$ cat src/rtl/clock_ctrl.sv
// Sequencer for the time counter bank: builds the run-mode carry chain from the 1 Hz tick,
// drives days-in-month / hour maximum, and provides a button-driven field set mode.
module clock_ctrl #(
  parameter int unsigned HOUR_MAX = 23
) (
  input  logic       clk,
  input  logic       reset,
  input  logic       tick,
  input  logic       btn_mode,
  input  logic       btn_up,
  input  logic       btn_down,
  input  logic [4:0] day,
  input  logic [3:0] month,
  input  logic [6:0] year,
  input  logic [4:0] done_inc,
  input  logic [4:0] done_dec,
  output logic [5:0] inc,
  output logic [5:0] dec,
  output logic [5:0] en,
  output logic [4:0] day_num,
  output logic [4:0] hour_num,
  output logic [2:0] mode
);

  typedef enum logic [2:0] {
    StRun      = 3'd0,
    StSetSec   = 3'd1,
    StSetMin   = 3'd2,
    StSetHour  = 3'd3,
    StSetDay   = 3'd4,
    StSetMonth = 3'd5,
    StSetYear  = 3'd6
  } state_e;

  state_e     state_q, state_d;
  logic [5:0] inc_q, inc_d;
  logic [5:0] dec_q, dec_d;
  logic [5:0] en_q, en_d;
  logic       toggle_q, toggle_d;
  logic       clamp;
  logic [5:0] sel;

  // Borrows are never propagated and only the leap bits of the year matter.
  logic unused_bits;
  assign unused_bits = ^{done_dec, year[6:2]};

  // All fields enabled in run mode, otherwise the one field being edited.
  function automatic logic [5:0] field_oh(state_e s);
    if (s == StRun) return 6'b111111;
    return 6'b000001 << (s - 3'd1);
  endfunction

  always_comb begin
    case (month)
      4'd4, 4'd6, 4'd9, 4'd11: day_num = 5'd30;
      4'd2:                    day_num = (year[1:0] == 2'b00) ? 5'd29 : 5'd28;
      default:                 day_num = 5'd31;
    endcase
  end

  assign hour_num = 5'(HOUR_MAX);

  always_comb begin
    state_d = state_q;
    if (btn_mode) begin
      unique case (state_q)
        StRun:      state_d = StSetSec;
        StSetSec:   state_d = StSetMin;
        StSetMin:   state_d = StSetHour;
        StSetHour:  state_d = StSetDay;
        StSetDay:   state_d = StSetMonth;
        StSetMonth: state_d = StSetYear;
        StSetYear:  state_d = StRun;
        default:    state_d = StRun;
      endcase
    end
  end

  always_comb begin
    inc_d = '0;
    dec_d = '0;
    sel   = field_oh(state_q);
    if (state_q == StRun) begin
      inc_d = {done_inc, tick};
    end else if (!btn_mode && (btn_up ^ btn_down)) begin
      if (btn_up) inc_d = sel;
      else        dec_d = sel;
    end
    // Only a run-mode day carry blocks the clamp; in SET_DAY the clamp wins over buttons.
    // The toggle leaves a gap cycle so the day counter can settle before re-checking.
    clamp    = (day > day_num) && !toggle_q && !((state_q == StRun) && done_inc[2]);
    toggle_d = clamp;
    en_d     = field_oh(state_d);
    if (clamp) begin
      inc_d[3] = 1'b0;
      dec_d[3] = 1'b1;
      en_d[3]  = 1'b1;
    end
  end

  always_ff @(posedge clk) begin
    if (reset) begin
      state_q  <= StRun;
      inc_q    <= '0;
      dec_q    <= '0;
      en_q     <= '0;
      toggle_q <= 1'b0;
    end else begin
      state_q  <= state_d;
      inc_q    <= inc_d;
      dec_q    <= dec_d;
      en_q     <= en_d;
      toggle_q <= toggle_d;
    end
  end

  assign inc  = inc_q;
  assign dec  = dec_q;
  assign en   = en_q;
  assign mode = state_q;

endmodule

$ cat config.mk
export PLATFORM = sky130hd
export DESIGN_NAME = clock_ctrl
export DESIGN_NICKNAME = d
export VERILOG_FILES = /design/src/rtl/clock_ctrl.sv
export SDC_FILE = /design/constraint.sdc
export NUM_CORES = 1
export LEC_CHECK = 0
export ABC_AREA = 1
export ABC_CLOCK_PERIOD_IN_PS = 5500
export BUFFER_PORTS_ARGS = -buffer_cell sky130_fd_sc_hd__buf_2
export CORE_UTILIZATION = 46
export CTS_CLUSTER_SIZE = 14
export DETAILED_ROUTE_END_ITERATION = 12
export GPL_TIMING_DRIVEN = 0
export HOLD_SLACK_MARGIN = 0.1
export PLACE_DENSITY_LB_ADDON = 0.08
export SLEW_MARGIN = 15
export SYNTH_ARGS = -nofsm -noshare
export SYNTH_HDL_FRONTEND = slang
export SYNTH_SLANG_ARGS = --single-unit
$ cat constraint.sdc
create_clock -name clk -period 5.5 [get_ports clk]
set_input_delay 0.55 -clock clk [delete_from_list [all_inputs] [get_ports clk]]
set_output_delay 0.55 -clock clk [all_outputs]
set_load 0.005 [all_outputs]
Yosys cells after proc, flatten, opt, wreduce, memory -nomap -nowiden. Index checks and enable logic that the tools add are counted.

Add/sub/neg operators: 2. Order comparisons: 1. Eq/ne operators: 10. Shift-type cells: 2. Muxes and demuxes: 17. Bitwise operators: 2. Reduce and logical (&&, ||, !) cells: 13.

Operator list (count): 2-to-1 mux 6 bit (6); one-hot mux 3 bit (6 select lines) (1); 2-to-1 mux 4 bit (3); left shift 1 x 3 -> 6 bit (first input constant) (2); equality test 4 x 3 -> 1 bit (second input constant) (2); equality test 4 bit (second input constant) (2); OR reduction 4 bit (2); equality test 3 x 2 -> 1 bit (second input constant) (2); equality test 3 bit (second input constant) (2); logical NOT 3 bit (2); subtractor 3 x 1 -> 3 bit (second input constant) (2); greater-than comparator 5 bit (1); 2-to-1 mux 1 bit (5); equality test 4 x 2 -> 1 bit (second input constant) (1); logical AND 1 bit (4); one-hot mux 2 bit (2 select lines) (1); equality test 3 x 1 -> 1 bit (second input constant) (1); logical NOT 1 bit (3); 2-to-1 mux 3 bit (1); logical NOT 2 bit (1); OR reduction 2 bit (1); inverter 1 bit (1); bitwise XOR 1 bit (1).

Register bits after elaboration: 22. Bits of input ports: 32. Output and inout bits: 31.

Logic depth before layout (Yosys ltp).
Depth in word-level cells: 7. Gate-level depth with buffers: 15. Mapped depth without buffers: 14.

Worst setup path before layout. OpenSTA, ideal clock, no wires.

Path kind: reg-to-reg. Start point: register state_q[1] (netlist: mode[1]). End point: register en_q[5] (netlist: en[5]). Library setup time: 0.060 ns. Arrival: 1.784 ns. Data required time: 5.440 ns. Setup slack: 3.656 ns. Stages on the path, launching flop included: 15. Path buffers: 1. Period minus slack after synthesis: 1.844 ns. Cell sequence: dfxtp_1 > inv_1 > nand2_1 > inv_1 > ha_1 > buf_2 > inv_1 > nand2_1 > nand2_2 > nand2_1 > nor2_1 > ha_1 > nor2_1 > nand4_1 > nand2_1.

Longest elaborated chain between the ends: 6. Elaborated cells on any way between the ends: 13. Those cells by class: add/sub: 1; eq/ne: 5; shift: 1; mux: 4; reduce/logical: 2.

RTL lines: start: declaration (RTL line 35) `state_e state_q, state_d;`; start signal: assignment (RTL line 103) `state_q <= StRun;`; start signal: assignment (RTL line 109) `state_q <= state_d;`; equality test 3 bit, or another cell as far along (RTL line 66) `unique case (state_q)`; one-hot mux 3 bit (6 select lines) (RTL line 66); 2-to-1 mux 3 bit * (RTL line 65) `if (btn_mode) begin`; subtractor 3 x 1 -> 3 bit / logical NOT 3 bit (equally long branches) (RTL line 50, 49); left shift 1 x 3 -> 6 bit / 2-to-1 mux 1 bit (equally long branches) (RTL line 50, 49); 2-to-1 mux 6 bit * (RTL line 50) `return 6'b000001 << (s - 3'd1);`; end signal: assignment (RTL line 112) `en_q <= en_d;`; end: declaration (RTL line 38) `logic [5:0] en_q, en_d;`.

Every way passes the cells marked *; elsewhere a longest branch is shown, timed or not. A chain may end at the register's enable or synchronous reset.

Worst setup path in the final report.
Start point: register state_q[1] (netlist: mode[1]). End point: register en_q[1] (netlist: en[1]).

Same word-level chain as after synthesis.

==> metrics <==
outcome=completed; Tmin final=2176 ps; max-slew violation count=0; hold-fix buffers at CTS=0; Clock Path Buffers=2; vias in the first global route=929; pre-CTS setup slack=3406 ps; Hold WS=461.2 ps; pwr/cell area=265.7 nW/um^2; Worst R2R Setup Slack=3320 ps; hold path endpoint=inc[4]; via count=1069; fill count=204; maximum fanout along the worst path=8; Clock Pin Slew Worst Setup and Hold Paths=120 ps; post-synthesis cell type count=21; post-layout util=63.46%; ANT nets after route=0; Fmax=459.6 MHz; port buffer count=44; IO Pins=63; Tcrit/Tclk final=39.56%; most frequent cells in the layout=buf_2 (45), nand2_1 (40), dfxtp_1 (22), inv_1 (15), nand3_1 (13); Layout area overhead=30.77%; reg2reg start=mode[1]; NumNets Final=239; Yosys top cell area share=41.03%; Yosys top cell by area=dfxtp_1; Yosys warnings=0; FF/Latch Area=440.4 um^2; layout cells sized above 1=32.34%; Core ar.=2212 um^2; GRT Resource Usage Total=17.90%; DRC viols=0; Clk Latency, worst-skew pair=310 ps; worst vdd ir=0.0001718 V; Worst Path Required=5760 ps; post-synthesis sequential area ratio=41.03%; clk_skew=10.68 ps; ANT cells=0; grt ovf=0; initial antenna violation count=0; initial drt markers=9; most common cell after layout, fill and taps aside=buf_2; Chip Width=50.31 um; type of origin of the critical path=register; Synth Register Bits=22; CTS tree=done; setup_tns=0 ps; GPL Wtd Cong=0.7788; reg2reg path depth=15; total power=0.3731 mW; RSZ-0062 raised after global routing=no; Critical Path AT=2440 ps; post-CTS setup buffer count=0; drt pass-1 iters=4; Post-Synthesis Cells=147; Cell Rows=17; Initial Util=48.53%; Synth Area per Inst=7.303 um^2; Worst setup EP type=register; Total Wirelength=2.211 mm; post-DP HPWL=1.792 mm; CTS resizes=0; multi-input logic area=526.8 um^2; setup violators final=0; die area=2531 um^2; chip height=50.31 um; Crit Path Class=register to register; Reg2Reg Capture Point=en[1]; Hold Path Depth=3; worst setup margin=3324 ps; synth top area cells=dfxtp_1 (41%), nand2_1 (14%), nand3_1 (6.1%); min-delay src=done_inc[3]; first-pass GRT wire length=3.470 mm; Hold Crit Class=input port to register; largest net degree at the start of global routing=14; clk root buf=clkbuf_4; final hold violation count=0; CTS sink count=22; CTS Buf Count=3; synthesized area=1074 um^2; DR vias/cell=4.668; wire per inst=9.655 um; H-tree levels=1; max cap viols=0; leakage=0.8045 nW
-- final cells by class --
cell class / count / area share (%)
plain buffers: 9 / 4.635
clock buffers: 3 / 1.604
clock inverters: 1 / 2.139
inverters: 17 / 4.545
multi-input cells: 105 / 37.52
flip-flops and latches: 22 / 31.37
well taps: 28 / 2.496
repair buffers: 44 / 15.69
-- sequential cells by signal, indices dropped and copies added (netlist names) --
signal / count
en: 6
mode: 3
dec: 6
inc: 6
toggle_q: 1
-- synthesized netlist by cell type --
master	instances
o21ai_0	3
dfxtp_1	22
buf_2	1
o21bai_1	1
o21bai_2	1
nand2_2	1
nand4_1	4
inv_1	15
nor3_4	1
buf_4	8
nand3_1	13
nor2_1	11
nand2_1	40
nor2_2	2
ha_1	5
nand2_4	1
a21oi_1	2
inv_2	2
nor3b_1	1
conb_1	2
nor3_1	11
-- kinds of logic after synthesis --
kind of cell | after synthesis | synth area share [%]
other | 2 | 0.6996
AND/OR/NAND/NOR | 85 | 36.36
adder cells (fa/ha/maj) | 5 | 5.828
buffers and inverters | 26 | 12.00
AO/OA/AOI/OAI | 7 | 4.079
flip-flops | 22 | 41.03
-- power by group --
part | switching (mW) | internal (mW)
Sequential | 0.00338 | 0.171
Clock | 0.0474 | 0.0737
Combinational | 0.0458 | 0.0323
Total | 0.0966 | 0.277
-- worst max-delay path, cell delays in order (launching register included) --
cell and delay (ps):
dfxtp_1 370, inv_1 130, nand2_1 80, inv_1 80
ha_1 130, buf_2 180, inv_1 100, nand2_1 110
nand2_2 80, nand2_1 120, nor2_1 60, ha_1 290
inv_1 40, nor2_1 150, nand4_1 120, nand2_1 80
-- how the worst max path moves through the flow --
stage | start | end | cells after the start
3_5_place_dp | mode[1] | en[1] | 15
4_1_cts | mode[1] | en[1] | 15
5_1_grt | mode[1] | en[1] | 15
3_3_place_gp | mode[1] | en[1] | 15
6_report | mode[1] | en[1] | 15
2_1_floorplan | mode[1] | en[5] | 14
-- routing by layer --
layer  global-route usage, %  up-vias  routed length (um)
met4                   9.259        0                  57
met3                   4.242        7                 129
met1                   16.76      460                 907
met2                   35.11       41                1116
met5                       0        -                   0
li1                        -      561                   -
-- per-stage QoR --
step / instances / instance area (um^2)
final: 229 / 1404
after global routing: 229 / 1404
after CTS: 229 / 1404
after detailed placement: 225 / 1351
after global placement: 225 / 1351
after floorplan: 153 / 1096
Power figures use the tool's default switching activity.
